`config.mk`:
```
export PLATFORM = sky130hd
export DESIGN_NAME = daisychain_ctrl
export DESIGN_NICKNAME = d
export VERILOG_FILES = /design/src/rtl/daisychain_pkg.sv /design/src/rtl/daisychain_pacer.sv /design/src/rtl/daisychain_ctrl.sv
export SDC_FILE = /design/constraint.sdc
export NUM_CORES = 1
export LEC_CHECK = 0
export ABC_CLOCK_PERIOD_IN_PS = 2800
export CORE_MARGIN = 8
export CORE_UTILIZATION = 55
export CTS_BUF_LIST = sky130_fd_sc_hd__clkbuf_4 sky130_fd_sc_hd__clkbuf_8 sky130_fd_sc_hd__clkbuf_16
export DETAILED_ROUTE_END_ITERATION = 8
export DONT_BUFFER_PORTS = 1
export MAX_ROUTING_LAYER = met4
export PLACE_DENSITY = 0.7
export SETUP_SLACK_MARGIN = 0.1
export SYNTH_ARGS = -nofsm -noshare
export SYNTH_HDL_FRONTEND = slang
export SYNTH_HIERARCHICAL = 1
export SYNTH_SLANG_ARGS = --single-unit
```
`constraint.sdc`:
```
create_clock -name clk -period 2.8 [get_ports clk]
set_input_delay 0.42 -clock clk [delete_from_list [all_inputs] [get_ports clk]]
set_output_delay 0.42 -clock clk [all_outputs]
set_load 0.02 [all_outputs]
```
`src/rtl/daisychain_pkg.sv`:
```
// Shared types and sizing helpers for the daisy-chain sequencer.
// DATA_LEN sets the default chain length when the build does not provide it.
`ifndef DATA_LEN
`define DATA_LEN 8
`endif

package daisychain_pkg;

  typedef enum logic [1:0] {
    IDLE   = 2'd0,
    SHIFT  = 2'd1,
    UPDATE = 2'd2
  } ctrl_state_e;

  localparam int DEFAULT_CHAIN_LEN = `DATA_LEN;

  // Width that can hold 0..max_val inclusive, never narrower than one bit.
  function automatic int cnt_width(input int max_val);
    return (max_val < 1) ? 1 : $clog2(max_val + 1);
  endfunction

  function automatic int bit_cnt_width(input int chain_len);
    return cnt_width(chain_len);
  endfunction

  function automatic int div_cnt_width(input int shift_div);
    return cnt_width(shift_div);
  endfunction

endpackage

```
`src/rtl/daisychain_pacer.sv`:
```
// Shift-strobe divider: while run is high, strobe fires once every SHIFT_DIV
// cycles, starting SHIFT_DIV-1 cycles after the last clear.
module daisychain_pacer
  import daisychain_pkg::*;
#(
  parameter int SHIFT_DIV = 1
) (
  input  logic clk,
  input  logic reset,
  input  logic clear,
  input  logic run,
  output logic strobe
);

  localparam int DW = div_cnt_width(SHIFT_DIV);
  localparam logic [DW-1:0] DIV_LAST = DW'(SHIFT_DIV - 1);

  logic [DW-1:0] div_cnt;

  assign strobe = run & (div_cnt == DIV_LAST);

  always_ff @(posedge clk or negedge reset) begin
    if (!reset) begin
      div_cnt <= '0;
    end else if (clear) begin
      div_cnt <= '0;
    end else if (run) begin
      // Restart at the terminal value so the count never wraps.
      if (strobe) begin
        div_cnt <= '0;
      end else begin
        div_cnt <= div_cnt + DW'(1);
      end
    end
  end

endmodule

```
`src/rtl/daisychain_ctrl.sv`:
```
// Daisy-chain sequencer: serialises a command word LSB-first, then pulses update.
// Optional feature macro: DAISYCHAIN_READBACK_EN (captures old chain contents).
//
// Handshake: a command transfers on a rising edge where cmd_valid && cmd_ready;
// cmd_ready is high only in IDLE, and cmd_data is ignored at all other times.
module daisychain_ctrl
  import daisychain_pkg::*;
#(
  parameter int CHAIN_LEN = DEFAULT_CHAIN_LEN,
  parameter int SHIFT_DIV = 1
) (
  input  logic                 clk,
  input  logic                 reset,
  input  logic                 cmd_valid,
  output logic                 cmd_ready,
  input  logic [CHAIN_LEN-1:0] cmd_data,
  output logic                 busy,
  output logic                 done,
  output logic                 chain_data_in,
  output logic                 chain_enable,
  output logic                 chain_update,
  input  logic                 chain_data_out,
  output logic [CHAIN_LEN-1:0] rsp_data,
  output ctrl_state_e          dbg_state
);

  localparam int BW = bit_cnt_width(CHAIN_LEN);
  localparam logic [BW-1:0] LAST_BIT = BW'(CHAIN_LEN - 1);

  ctrl_state_e          state;
  logic [CHAIN_LEN-1:0] shadow;
  logic [BW-1:0]        bit_cnt;
  logic                 accept;
  logic                 shifting;
  logic                 strobe;

  assign accept    = cmd_valid & cmd_ready;
  assign shifting  = (state == SHIFT);
  assign dbg_state = state;

  daisychain_pacer #(
    .SHIFT_DIV (SHIFT_DIV)
  ) u_pacer (
    .clk    (clk),
    .reset  (reset),
    .clear  (accept),
    .run    (shifting),
    .strobe (strobe)
  );

  // Serial data and strobe are decoded from registered state, so they are
  // stable for the whole cycle the chain samples them.
  assign chain_enable  = shifting & strobe;
  assign chain_data_in = shifting & shadow[0];

  always_ff @(posedge clk or negedge reset) begin
    if (!reset) begin
      state        <= IDLE;
      shadow       <= '0;
      bit_cnt      <= '0;
      cmd_ready    <= 1'b0;
      busy         <= 1'b0;
      done         <= 1'b0;
      chain_update <= 1'b0;
    end else begin
      done         <= 1'b0;
      chain_update <= 1'b0;
      case (state)
        IDLE: begin
          if (accept) begin
            shadow    <= cmd_data;
            bit_cnt   <= '0;
            cmd_ready <= 1'b0;
            busy      <= 1'b1;
            state     <= SHIFT;
          end else begin
            cmd_ready <= 1'b1;
          end
        end
        SHIFT: begin
          if (chain_enable) begin
            shadow  <= shadow >> 1;
            bit_cnt <= bit_cnt + BW'(1);
            if (bit_cnt == LAST_BIT) begin
              done         <= 1'b1;
              chain_update <= 1'b1;
              state        <= UPDATE;
            end
          end
        end
        UPDATE: begin
          busy      <= 1'b0;
          cmd_ready <= 1'b1;
          state     <= IDLE;
        end
        default: begin
          busy      <= 1'b0;
          cmd_ready <= 1'b0;
          state     <= IDLE;
        end
      endcase
    end
  end

`ifdef DAISYCHAIN_READBACK_EN
  logic [CHAIN_LEN-1:0] rsp_q;

  // Old cell 0 leaves the chain first, so after CHAIN_LEN strobes old cell i
  // sits in rsp_q[i].
  always_ff @(posedge clk or negedge reset) begin
    if (!reset) begin
      rsp_q <= '0;
    end else if (chain_enable) begin
      rsp_q <= {chain_data_out, rsp_q[CHAIN_LEN-1:1]};
    end
  end

  assign rsp_data = rsp_q;
`else
  logic unused_chain_data_out;

  assign unused_chain_data_out = chain_data_out;
  assign rsp_data = '0;
`endif

endmodule

```
==> run summary <==
For the worst supply voltage drop on vdd, the log shows 0.620 mV. The standard cell core area is 0.00152 sq mm, and the power per cell area is 1110 mW/mm^2. The net total in the final layout was 102; the number of port buffers was 0. In this run the most critical hold path is launched from cmd_data[7]. In this design, the stage delay of the slowest critical-path cell is 0.50 ns.

Headroom to the max-slew limit came out at 47.2%. TritonCTS built the clock tree. The worst register-to-register path ends at bit_cnt[1].

The run gives 59.6% as the effective utilization at floorplan. The post-detailed-route DRC marker count is 0, and the area overhead of the layout relative to synthesis is 1.65%. Global routing used 14.1% of the available met1 tracks. The tools report the critical path endpoint as chain_enable.

Most frequent cell on the critical path: sky130_fd_sc_hd__inv_1. STA puts the critical path data arrival time at 1.84 ns. Global routing used 10.9% of the available tracks across all layers. The total overflow reported by the global router is 0, and the count of max-cap constraint violations is 0.

The share of final-layout standard cells stronger than drive strength 1 works out to 12.6%. Synthesis handed over a netlist of 85 instances. The die span in x was 56.6 microns; the number of gates resized after cts was 0.

The first detailed-routing pass took 4 iterations. The logs give 0.710 for the final RePlAce weighted congestion and 18 for the number of clock sinks. The run finished with clean final reports.

For this design the static power due to leakage is 0.441 nW. Class of the most critical hold timing path: input port to flop. The average footprint of a synthesized cell was 10.7 sq um. The run gives 0.28 ns as the worst-skew pair later-pin latency.

The run gives 891 sq um as the instance area after placement. The clock transition at the registers of the reported paths was 0.09 ns. The via-per-instance ratio was 5.80; the aggregate negative setup slack was 0 ns.

For the worst clock skew, the log shows 0.00344 ns. The largest driver fanout on the critical path is 12, and the post-route worst hold slack is 0.282 ns. Synthesis instantiated 27 different standard cells from the library.

sky130_fd_sc_hd__dfrtp_1 takes more of the synthesized area than any other cell. The routed length per instance was 16.4 microns; the floorplan row count was 14. The sum of internal, switching and leakage power is 0.00103 W, and the largest net degree at the start of global routing is 19. For met3 alone, demand over resource in global routing was 3.82%. The global-route track usage on met2 came out at 14.9%. After synthesis, flip-flops and latches occupy 49.6% of the total area.

The tools report the number of warnings printed during yosys synthesis as 6. The run gives 0.443 GHz as the upper clock frequency limit. The worst setup path is captured at an output port. Measured along the y axis, the die boundary spans 56.6 microns.

After the first detailed-routing iteration, the DRC count stood at 11. The logs give 1230 microns for the total half-perimeter wirelength after legalization and detailed placement and 597 for the number of vias in the routed layout. Dividing the final minimum period by the clock period gives 80.6%. The routed wire length is 1690 microns, and the worst reg-to-reg path cell count is 8.

The first-pass GRT wire length is 2790 microns. The number of global-route vias before repair came out at 601. The routed design could run at a clock period as short as 2.26 ns.

The initial antenna violation count came out at 0. Leaving out fill and tap cells, the most frequent cells in the layout are 18 x sky130_fd_sc_hd__dfrtp_1, 9 x sky130_fd_sc_hd__o21ai_0, 8 x sky130_fd_sc_hd__conb_1, 7 x sky130_fd_sc_hd__mux2i_1, 7 x sky130_fd_sc_hd__nand3_1. The logs give 2 for the largest buffer count on any clock path and 28 for the count of boundary I/O pins. The startpoint identified for the worst register-to-register timing path is dbg_state[1]. Setup violations remaining at the end of the flow were counted as 0.

The critical path is of the flop to output port type. Setup slack on the worst reg-to-reg path comes out at 0.60 ns. Die area: 0.00321 sq mm.

Setup repair after global routing left no endpoint under its margin. By area the synthesized netlist is led by sky130_fd_sc_hd__dfrtp_1 50%, sky130_fd_sc_hd__mux2i_1 7.7%, sky130_fd_sc_hd__buf_4 7.4%. The synthesized design contains 18 register bits.

Walking the worst path, the cells encountered are nand2b_1 -> inv_1 -> and2b_2 -> nand3b_1 -> buf_4 -> inv_1. The layer with the highest usage is met2. Commonest non-fill, non-tap cell in the layout: sky130_fd_sc_hd__dfrtp_1. The post-layout instance area came out at 923 sq um.

Once detail routing completed, the nets flagged for antenna violations numbered 0. The tools report the startpoint of the worst setup timing path as dbg_state[1]. The tools report the number of max-slew violations in the final report as 0. The clock buffer count from CTS is 3. STA classifies the critical path startpoint as a flop. For the count of final hold-check violations, the log shows 0.

After synthesis the cells add up to 908 sq um. Of the post-synthesis cell area, the dominant cell type holds 49.6%. For the worst setup path, the data required time is 2.38 ns. H-tree level count: 1. Among all stages on the critical path, the largest delay is contributed by sky130_fd_sc_hd__dfrtp_1.

The tools report the antenna diode instance count as 0. Measured on the finished design, the core utilization comes to 60.6%. For the pin with the worst max-slew slack, the measured transition is 0.789 ns. Buffer cell driving the clock tree root: sky130_fd_sc_hd__clkbuf_4.
flip-flops by register name (all words and copies together) (netlist names):
| name | cells |
|---|---|
| shadow | 8 |
| bit_cnt | 4 |
| dbg_state | 2 |
| busy | 1 |
| chain_update | 1 |
| cmd_ready | 1 |
| u_pacer/div_cnt | 1 |
how the worst min path moves through the flow:
stage / slack, ns / cells past startpoint / to
6_report: 0.28 / 1 / shadow[7]
5_1_grt: 0.27 / 1 / shadow[7]
4_1_cts: 0.27 / 1 / shadow[7]
3_5_place_dp: 0.12 / 0 / u_pacer/div_cnt
3_3_place_gp: 0.12 / 0 / u_pacer/div_cnt
2_1_floorplan: 0.12 / 0 / bit_cnt[0]
critical path: cells and delay by family (launching register included):
| family | cells | cell delay, ns |
|---|---|---|
| buffers and inverters | 3 | 0.60 |
| DFF | 1 | 0.50 |
| and+or+nand+nor | 3 | 0.47 |
where the power goes:
group / internal (W) / switching [W]
clock: 0.0000499 / 0.0000719
combinational: 0.000192 / 0.000257
sequential: 0.000357 / 0.000102
per-layer routing:
layer  routed length [microns]  vias up
li1                          -      285
met1                       809      291
met2                       775       19
met3                        96        2
met4                         8        0
met5                         0        -
cell usage after synthesis (all sizes together):
| cell | count |
|---|---|
| nand2b | 2 |
| mux2 | 2 |
| mux2i | 7 |
| o22ai | 1 |
| and4bb | 1 |
| a21oi | 2 |
| nand4 | 1 |
| a21o | 1 |
| inv | 3 |
| buf | 10 |
| nor3 | 2 |
| nand2 | 4 |
| and2b | 1 |
| o21ai | 9 |
| ha | 1 |
| a22o | 1 |
| nand3b | 1 |
| and2 | 2 |
| nor2 | 2 |
| nand4bb | 1 |
| clkbuf | 2 |
| conb | 1 |
| nor3b | 3 |
| nand3 | 7 |
| dfrtp | 18 |
cell type report:
class                      count  area (sq um)
clock buffer                   3          22.5
fill                         139           601
inverter                       3          11.3
multi-input combinational     59           387
sequential                    18           450
tap                           16          20.0
timing repair buffer           4          32.5
what timing repair did:
action / CTS / global route
setup buffers: 0 / 0
hold buffers: 1 / 0
hold endpoints to repair: 18 / 0
cell families (layout without fill, tap and decap cells):
group / after synthesis / after routing / share of synthesized area [%]
buf+inv: 15 / 10 / 10.7
mux: 9 / 9 / 11.0
fa+ha+maj: 1 / 1 / 1.38
simple gates: 27 / 27 / 18.3
compound gates: 14 / 14 / 8.54
other cells: 1 / 8 / 0.413
flops: 18 / 18 / 49.6
per-stage QoR:
stage          setup WS [ns]  instances
2_1_floorplan          0.967         92
3_3_place_gp           0.618         99
3_5_place_dp           0.548         99
4_1_cts                0.515        103
5_1_grt                0.431        103
6_report               0.543        103
Power figures use the tool's default switching activity.
